<file path="src/rtl/alu_pkg.sv">
// rtl/alu_pkg.sv - operation codes, FSM states and op classification helpers
package alu_pkg;

    typedef enum logic [4:0] {
        OP_ADD    = 5'd0,
        OP_SUB    = 5'd1,
        OP_SLL    = 5'd2,
        OP_SLLI   = 5'd3,
        OP_SLT    = 5'd4,
        OP_SLTU   = 5'd5,
        OP_XOR    = 5'd6,
        OP_SRL    = 5'd7,
        OP_SRA    = 5'd8,
        OP_SRLI   = 5'd9,
        OP_SRAI   = 5'd10,
        OP_OR     = 5'd11,
        OP_AND    = 5'd12,
        OP_MUL    = 5'd13,
        OP_MULH   = 5'd14,
        OP_MULHSU = 5'd15,
        OP_MULHU  = 5'd16,
        OP_DIV    = 5'd17,
        OP_DIVU   = 5'd18,
        OP_REM    = 5'd19,
        OP_REMU   = 5'd20
    } alu_op_e;

    typedef enum logic [1:0] {
        ST_IDLE = 2'd0,
        ST_BUSY = 2'd1,
        ST_DONE = 2'd2
    } fsm_state_e;

    function automatic logic is_muldiv(input logic [4:0] op);
        return (op >= 5'(OP_MUL)) && (op <= 5'(OP_REMU));
    endfunction

    function automatic logic is_div(input logic [4:0] op);
        return (op >= 5'(OP_DIV)) && (op <= 5'(OP_REMU));
    endfunction

endpackage

</file>
<file path="src/rtl/muldiv_iter.sv">
// rtl/muldiv_iter.sv - iterative shift-add multiplier / restoring divider, one bit per cycle
module muldiv_iter
    import alu_pkg::*;
#(
    parameter int XLEN = 32
) (
    input  logic            clk_i,
    input  logic            rst_ni,
    input  logic            start_i,
    input  logic            kill_i,
    input  logic [4:0]      op_i,
    input  logic [XLEN-1:0] a_i,
    input  logic [XLEN-1:0] b_i,
    output logic            done_o,
    output logic [XLEN-1:0] result_o
);

    localparam int CW = $clog2(XLEN);

    logic            busy;
    logic [CW-1:0]   cnt;
    alu_op_e         op_q;
    logic            neg_q;
    logic [XLEN-1:0] hi;
    logic [XLEN-1:0] lo;
    logic [XLEN-1:0] opnd;

    logic            a_signed;
    logic            b_signed;
    logic            sa;
    logic            sb;
    logic [XLEN-1:0] a_mag;
    logic [XLEN-1:0] b_mag;
    logic            neg_start;

    always_comb begin
        a_signed  = 1'b0;
        b_signed  = 1'b0;
        case (alu_op_e'(op_i))
            OP_MULH, OP_DIV, OP_REM: begin
                a_signed = 1'b1;
                b_signed = 1'b1;
            end
            OP_MULHSU: a_signed = 1'b1;
            default: ;
        endcase
        sa    = a_signed & a_i[XLEN-1];
        sb    = b_signed & b_i[XLEN-1];
        a_mag = sa ? -a_i : a_i;
        b_mag = sb ? -b_i : b_i;
        // Division by zero keeps the all-ones quotient, so it is never negated
        case (alu_op_e'(op_i))
            OP_MULH, OP_MULHSU: neg_start = sa ^ sb;
            OP_DIV:             neg_start = (sa ^ sb) && (b_i != '0);
            OP_REM:             neg_start = sa;
            default:            neg_start = 1'b0;
        endcase
    end

    logic [XLEN:0]   mul_sum;
    logic [XLEN:0]   shifted;
    logic            geq;
    logic [XLEN-1:0] rem_sub;
    logic [XLEN-1:0] step_hi;
    logic [XLEN-1:0] step_lo;
    logic [XLEN-1:0] neg_hi;

    // hi:lo is the product (mul) or remainder:dividend-quotient (div)
    always_comb begin
        mul_sum = {1'b0, hi} + (lo[0] ? {1'b0, opnd} : '0);
        shifted = {hi, lo[XLEN-1]};
        geq     = shifted >= {1'b0, opnd};
        rem_sub = shifted[XLEN-1:0] - opnd;
        if (is_div(op_q)) begin
            step_hi = geq ? rem_sub : shifted[XLEN-1:0];
            step_lo = {lo[XLEN-2:0], geq};
        end else begin
            step_hi = mul_sum[XLEN:1];
            step_lo = {mul_sum[0], lo[XLEN-1:1]};
        end
    end

    // Upper half of the negated 2*XLEN product without forming the full negation
    assign neg_hi = ~step_hi + XLEN'(step_lo == '0);

    always_comb begin
        case (op_q)
            OP_MUL:             result_o = step_lo;
            OP_MULH, OP_MULHSU: result_o = neg_q ? neg_hi : step_hi;
            OP_MULHU:           result_o = step_hi;
            OP_DIV, OP_DIVU:    result_o = neg_q ? -step_lo : step_lo;
            OP_REM, OP_REMU:    result_o = neg_q ? -step_hi : step_hi;
            default:            result_o = step_lo;
        endcase
    end

    assign done_o = busy && (cnt == CW'(XLEN - 1));

    always_ff @(posedge clk_i or negedge rst_ni) begin
        if (!rst_ni) begin
            busy  <= 1'b0;
            cnt   <= '0;
            op_q  <= OP_ADD;
            neg_q <= 1'b0;
            hi    <= '0;
            lo    <= '0;
            opnd  <= '0;
        end else if (kill_i) begin
            busy <= 1'b0;
            cnt  <= '0;
        end else if (start_i) begin
            busy  <= 1'b1;
            cnt   <= '0;
            op_q  <= alu_op_e'(op_i);
            neg_q <= neg_start;
            hi    <= '0;
            lo    <= a_mag;
            opnd  <= b_mag;
        end else if (busy) begin
            hi <= step_hi;
            lo <= step_lo;
            if (done_o) begin
                busy <= 1'b0;
                cnt  <= '0;
            end else begin
                cnt <= cnt + CW'(1);
            end
        end
    end

endmodule

</file>
<file path="src/rtl/seq_muldiv_alu.sv">
// rtl/seq_muldiv_alu.sv - single-cycle ALU with iterative mul/div behind a valid/ready handshake
module seq_muldiv_alu
    import alu_pkg::*;
#(
    parameter int XLEN      = 32,
    parameter bit FAST_DIV0 = 1'b1
) (
    input  logic            clk_i,
    input  logic            rst_ni,
    input  logic            valid_i,
    output logic            ready_o,
    input  logic [4:0]      op_i,
    input  logic [XLEN-1:0] src_a_i,
    input  logic [XLEN-1:0] src_b_i,
    input  logic            flush_i,
    output logic            valid_o,
    input  logic            ready_i,
    output logic [XLEN-1:0] result_o,
    output logic [2:0]      flags_o
);

    localparam int SW = $clog2(XLEN);
    localparam logic [XLEN-1:0] MIN_VAL = {1'b1, {(XLEN-1){1'b0}}};

    fsm_state_e      state;
    logic            accept;
    logic            fast_path;
    logic            div_by_zero;
    logic            signed_ovf;
    logic [SW-1:0]   shamt;
    logic [XLEN-1:0] quick_res;
    logic            ge_s;
    logic            ge_u;
    logic            ge_s_q;
    logic            ge_u_q;
    logic            iter_start;
    logic            iter_done;
    logic [XLEN-1:0] iter_result;

    assign ready_o = (state == ST_IDLE) || ((state == ST_DONE) && ready_i);
    assign accept  = valid_i && ready_o && !flush_i;

    assign shamt       = src_b_i[SW-1:0];
    assign ge_s        = $signed(src_a_i) >= $signed(src_b_i);
    assign ge_u        = src_a_i >= src_b_i;
    assign div_by_zero = (src_b_i == '0);
    assign signed_ovf  = (src_a_i == MIN_VAL) && (src_b_i == '1) &&
                         ((op_i == 5'(OP_DIV)) || (op_i == 5'(OP_REM)));

    // Corner-case divides bypass the iterator when FAST_DIV0 is set
    assign fast_path  = !is_muldiv(op_i) ||
                        (FAST_DIV0 && is_div(op_i) && (div_by_zero || signed_ovf));
    assign iter_start = accept && !fast_path;

    always_comb begin
        quick_res = src_a_i + src_b_i;
        case (alu_op_e'(op_i))
            OP_SUB:           quick_res = src_a_i - src_b_i;
            OP_SLL, OP_SLLI:  quick_res = src_a_i << shamt;
            OP_SLT:           quick_res = {{(XLEN-1){1'b0}}, $signed(src_a_i) < $signed(src_b_i)};
            OP_SLTU:          quick_res = {{(XLEN-1){1'b0}}, src_a_i < src_b_i};
            OP_XOR:           quick_res = src_a_i ^ src_b_i;
            OP_SRL, OP_SRLI:  quick_res = src_a_i >> shamt;
            OP_SRA, OP_SRAI:  quick_res = $signed(src_a_i) >>> shamt;
            OP_OR:            quick_res = src_a_i | src_b_i;
            OP_AND:           quick_res = src_a_i & src_b_i;
            OP_DIV:           quick_res = div_by_zero ? '1 : MIN_VAL;
            OP_DIVU:          quick_res = '1;
            OP_REM:           quick_res = div_by_zero ? src_a_i : '0;
            OP_REMU:          quick_res = src_a_i;
            default:          quick_res = src_a_i + src_b_i;
        endcase
    end

    muldiv_iter #(
        .XLEN(XLEN)
    ) u_muldiv_iter (
        .clk_i    (clk_i),
        .rst_ni   (rst_ni),
        .start_i  (iter_start),
        .kill_i   (flush_i),
        .op_i     (op_i),
        .a_i      (src_a_i),
        .b_i      (src_b_i),
        .done_o   (iter_done),
        .result_o (iter_result)
    );

    always_ff @(posedge clk_i or negedge rst_ni) begin
        if (!rst_ni) begin
            state    <= ST_IDLE;
            valid_o  <= 1'b0;
            result_o <= '0;
            flags_o  <= '0;
            ge_s_q   <= 1'b0;
            ge_u_q   <= 1'b0;
        end else if (flush_i) begin
            state   <= ST_IDLE;
            valid_o <= 1'b0;
        end else begin
            case (state)
                ST_BUSY: begin
                    if (iter_done) begin
                        state    <= ST_DONE;
                        valid_o  <= 1'b1;
                        result_o <= iter_result;
                        flags_o  <= {iter_result == '0, ge_s_q, ge_u_q};
                    end
                end
                default: begin
                    if (accept && fast_path) begin
                        state    <= ST_DONE;
                        valid_o  <= 1'b1;
                        result_o <= quick_res;
                        flags_o  <= {quick_res == '0, ge_s, ge_u};
                    end else if (accept) begin
                        state   <= ST_BUSY;
                        valid_o <= 1'b0;
                        ge_s_q  <= ge_s;
                        ge_u_q  <= ge_u;
                    end else if ((state == ST_DONE) && ready_i) begin
                        state   <= ST_IDLE;
                        valid_o <= 1'b0;
                    end
                end
            endcase
        end
    end

endmodule

</file>
<file path="config.mk">
export PLATFORM = sky130hd
export DESIGN_NAME = seq_muldiv_alu
export DESIGN_NICKNAME = d
export VERILOG_FILES = /design/src/rtl/alu_pkg.sv /design/src/rtl/muldiv_iter.sv /design/src/rtl/seq_muldiv_alu.sv
export SDC_FILE = /design/constraint.sdc
export NUM_CORES = 1
export LEC_CHECK = 0
export BUFFER_PORTS_ARGS = -buffer_cell sky130_fd_sc_hd__clkbuf_2
export CAP_MARGIN = 10
export CORE_ASPECT_RATIO = 1.75
export CORE_MARGIN = 2
export CORE_UTILIZATION = 55
export CTS_CLUSTER_DIAMETER = 100
export DETAILED_ROUTE_END_ITERATION = 8
export GPL_TIMING_DRIVEN = 0
export PLACE_DENSITY = 0.78
export REMOVE_ABC_BUFFERS = 1
export SLEW_MARGIN = 20
export SYNTH_ARGS = -nofsm -noshare
export SYNTH_HDL_FRONTEND = slang
export SYNTH_SLANG_ARGS = --single-unit
export TNS_END_PERCENT = 100
</file>
<file path="constraint.sdc">
create_clock -name clk_i -period 12.93 [get_ports clk_i]
set_input_delay 0.6465 -clock clk_i [delete_from_list [all_inputs] [get_ports clk_i]]
set_output_delay 0.6465 -clock clk_i [all_outputs]
set_load 0.01 [all_outputs]
</file>
==> flow_metrics.env <==
export IMPL_hold_viol_final=0
export IMPL_critPathKind="flop to flop"
export IMPL_synth_cell_types=109
export IMPL_root_buffer="clkbuf_16"
export IMPL_drive_above_1_share_pct=11.2
export IMPL_gp_congestion=1.05
export IMPL_io_buffers=110
export IMPL_slowest_delay_ns=0.97
export IMPL_fp_dieH_microns=287
export IMPL_drt_pass1_iter_count=8
export IMPL_maxSlewHeadroom_pct=9.83
export IMPL_via_per_inst=7.26
export IMPL_grtUsageTotal_pct=48.6
export IMPL_wl_met1_mm=38.0
export IMPL_critPathMostFrequentCell="a21oi_1"
export IMPL_seq_area_frac_synth_pct=14.6
export IMPL_required_ns=13.32
export IMPL_drt_wl_total_mm=119
export IMPL_regArea_sq_um=3680
export IMPL_fin_skew_ns=0.0129
export IMPL_cts_tree="yes"
export IMPL_cp_slowest_cell="nor3_1"
export IMPL_grt_max_degree=79
export IMPL_avgSynthCellArea_sq_um=7.16
export IMPL_core_region_area_sq_um=45200
export IMPL_dp_slack_ns=3.21
export IMPL_p_leak_nw=11.1
export IMPL_synth_ff_type="dfrtp_1"
export IMPL_rsz0062_at_grt="false"
export IMPL_top_layer="met4"
export IMPL_power_per_cell_area_nw_per_um2=191
export IMPL_n_antenna_cell=0
export IMPL_synth_edf_count=0
export IMPL_hp_class="primary input to asynchronous set/reset pin"
export IMPL_worst_hold_slack_ns=0.0611
export IMPL_ant_nets=0
export IMPL_num_rows=103
export IMPL_wl_met3_mm=8.49
export IMPL_grt_antenna_before_repair=0
export IMPL_ys_async_sr_fraction_pct=100
export IMPL_clkLatencyLatePin_ns=0.47
export IMPL_die_width_microns=166
export IMPL_outcome="complete, no violations"
export IMPL_cts_resized_gates=0
export IMPL_syn2layout_area_growth_pct=7.06
export IMPL_met2WireLength_mm=56.8
export IMPL_first_global_vias=28300
export IMPL_drt_iter0_markers=3509
export IMPL_period_share_pct=83.0
export IMPL_design_area_sq_um=27000
export IMPL_dpl_hpwl_mm=93.4
export IMPL_cp_max_fo=25
export IMPL_synth_seq_cells=147
export IMPL_vdd_drop_max_mv=0.316
export IMPL_layout_setup_ws_ns=2.20
export IMPL_fill_cells=4321
export IMPL_synth_warning_count=0
export IMPL_max_cap_viol_count=0
export IMPL_drc=0
export IMPL_endpoint_kind="flop"
export IMPL_synthesis_area_sq_um=25200
export IMPL_syn_inst=3516
export IMPL_vias=29200
export IMPL_critPathArrivalTime_ns=11.12
export IMPL_finalSetupViolations=0
export IMPL_period_needed_ns=10.73
export IMPL_ioPinCount=111
export IMPL_cts_hold_buf=0
export IMPL_clk_pin_slew_worst_paths_ns=0.07
export IMPL_fmax_mhz=93.2
export IMPL_wl_per_cell_microns=29.7
export IMPL_start_util_pct=55.7
export IMPL_tightest_slew_ns=1.34
export IMPL_multi_input_area_sq_um=20000
export IMPL_cts_buffers=17
export IMPL_post_cts_setup_buffers=0
export IMPL_htree_levels=4
export IMPL_cts_sinks=147
export IMPL_slew_viol_final=0
export IMPL_grt_ovfl_total=0
export IMPL_nNetsFinal=3675
export IMPL_start_kind="flop"
export IMPL_grt_pass1_wl_mm=176
export IMPL_clockBufferDepth=2
export IMPL_dieArea_sq_um=47600
export IMPL_postPlaceCellArea_sq_um=26300
==> cells in the mapped netlist, types with 32 or more instances <==
| cell | n | area (sq um) |
|---|---|---|
| mux2i_1 | 75 | 751 |
| nand2_1 | 459 | 1720 |
| o21ai_0 | 332 | 1660 |
| clkbuf_1 | 193 | 724 |
| mux4_2 | 63 | 1420 |
| inv_1 | 155 | 582 |
| xnor2_1 | 117 | 1020 |
| a21oi_1 | 269 | 1350 |
| a22oi_1 | 39 | 293 |
| ha_1 | 170 | 2130 |
| nor3_1 | 104 | 521 |
| a31oi_1 | 40 | 250 |
| nor2_1 | 303 | 1140 |
| nand4_1 | 55 | 344 |
| o31ai_1 | 70 | 526 |
| dfrtp_1 | 147 | 3680 |
| a211oi_1 | 37 | 278 |
| nor4_1 | 32 | 200 |
| and2_1 | 47 | 294 |
| nand3_1 | 87 | 435 |
==> cell usage in the layout (no fill, tap or decap), drive strengths merged, types with 55 or more instances in the layout <==
cell type | Yosys | layout
clkbuf | 194 | 130
o21ai | 343 | 343
nor3 | 107 | 107
nand4 | 55 | 55
mux4 | 63 | 63
nor2 | 305 | 305
mux2i | 75 | 75
ha | 170 | 170
o31ai | 73 | 73
nand2 | 462 | 462
dfrtp | 147 | 147
inv | 156 | 157
a21oi | 272 | 272
nand3 | 90 | 90
xnor2 | 117 | 117
==> through the flow <==
step / power, mW / utilization [%] / std cells / setup TNS (ns)
floorplan: 3.21 / - / 3244 / 0
global placement: 4.36 / 55.9 / 3931 / -254.54
detailed placement: 4.43 / 58.2 / 3983 / 0
CTS: 4.99 / 59.6 / 4015 / 0
global route: 5.42 / 59.6 / 4017 / 0
finish: 5.14 / 59.6 / 4017 / 0
==> layer usage <==
layer  vias to the layer above  global-route usage [%]
met5                         -                       0
met4                         0                    53.2
met3                       720                    8.10
met2                      1866                    83.6
met1                     13700                    47.3
li1                      12900                       -
==> layout make-up <==
class,count,share of cell area (%)
clock inverter,12,0.668
tap,577,2.68
inverter,156,2.18
clock buffer,20,1.66
sequential,147,13.6
timing repair buffer,164,5.17
multi-input combinational,2941,74.0
==> worst paths after layout <==
check | startpoint | to | slack (ns) | cells past startpoint
worst max-delay path | u_muldiv_iter.hi[25] | flags_o[2] | 2.20 | 25
worst min-delay path | rst_ni | u_muldiv_iter.lo[3] | 0.06 | 1
min in group clk_i | flush_i | state[0] | 0.40 | 2
worst max register to register | u_muldiv_iter.hi[25] | flags_o[2] | 2.20 | 25
worst min register to register | result_o[25] | result_o[25] | 0.48 | 1
max in group asynchronous | rst_ni | u_muldiv_iter.neg_q | 11.89 | 3
==> cells by family (layout without fill, tap and decap cells) <==
family | after synthesis | after routing | synth area share (%)
and+or+nand+nor | 1286 | 1286 | 24.3
AOI/OAI and AO/OA | 1181 | 1181 | 31.0
buffers and inverters | 428 | 352 | 6.99
adders and majority gates | 175 | 175 | 8.80
muxes | 151 | 151 | 9.19
xor gates and xnor gates | 148 | 148 | 5.15
DFF | 147 | 147 | 14.6
==> critical path, delay by kind of cell, from the launching register on <==
kind,cells,cell delay (ns)
simple gates,10,4.97
compound gates,11,3.92
fa+ha+maj,3,1.08
flops,1,0.42
buf+inv,1,0.22
==> power breakdown <==
part / leakage [nW] / internal, mW / switching [mW] / total (mW)
clock network: 0.301 / 0.328 / 0.219 / 0.547
logic: 8.91 / 1.25 / 2.53 / 3.78
registers: 1.88 / 0.624 / 0.195 / 0.818
==> registers in the layout, indices dropped and copies added, names as in the netlist <==
| name | count |
|---|---|
| u_muldiv_iter.busy | 1 |
| u_muldiv_iter.opnd | 32 |
| u_muldiv_iter.hi | 32 |
| u_muldiv_iter.op_q | 5 |
| u_muldiv_iter.lo | 32 |
| result_o | 32 |
| ge_u_q | 1 |
| u_muldiv_iter.neg_q | 1 |
| ge_s_q | 1 |
| flags_o | 3 |
| valid_o | 1 |
| u_muldiv_iter.cnt | 5 |
| state | 1 |
(Power assumes the default switching activity.)
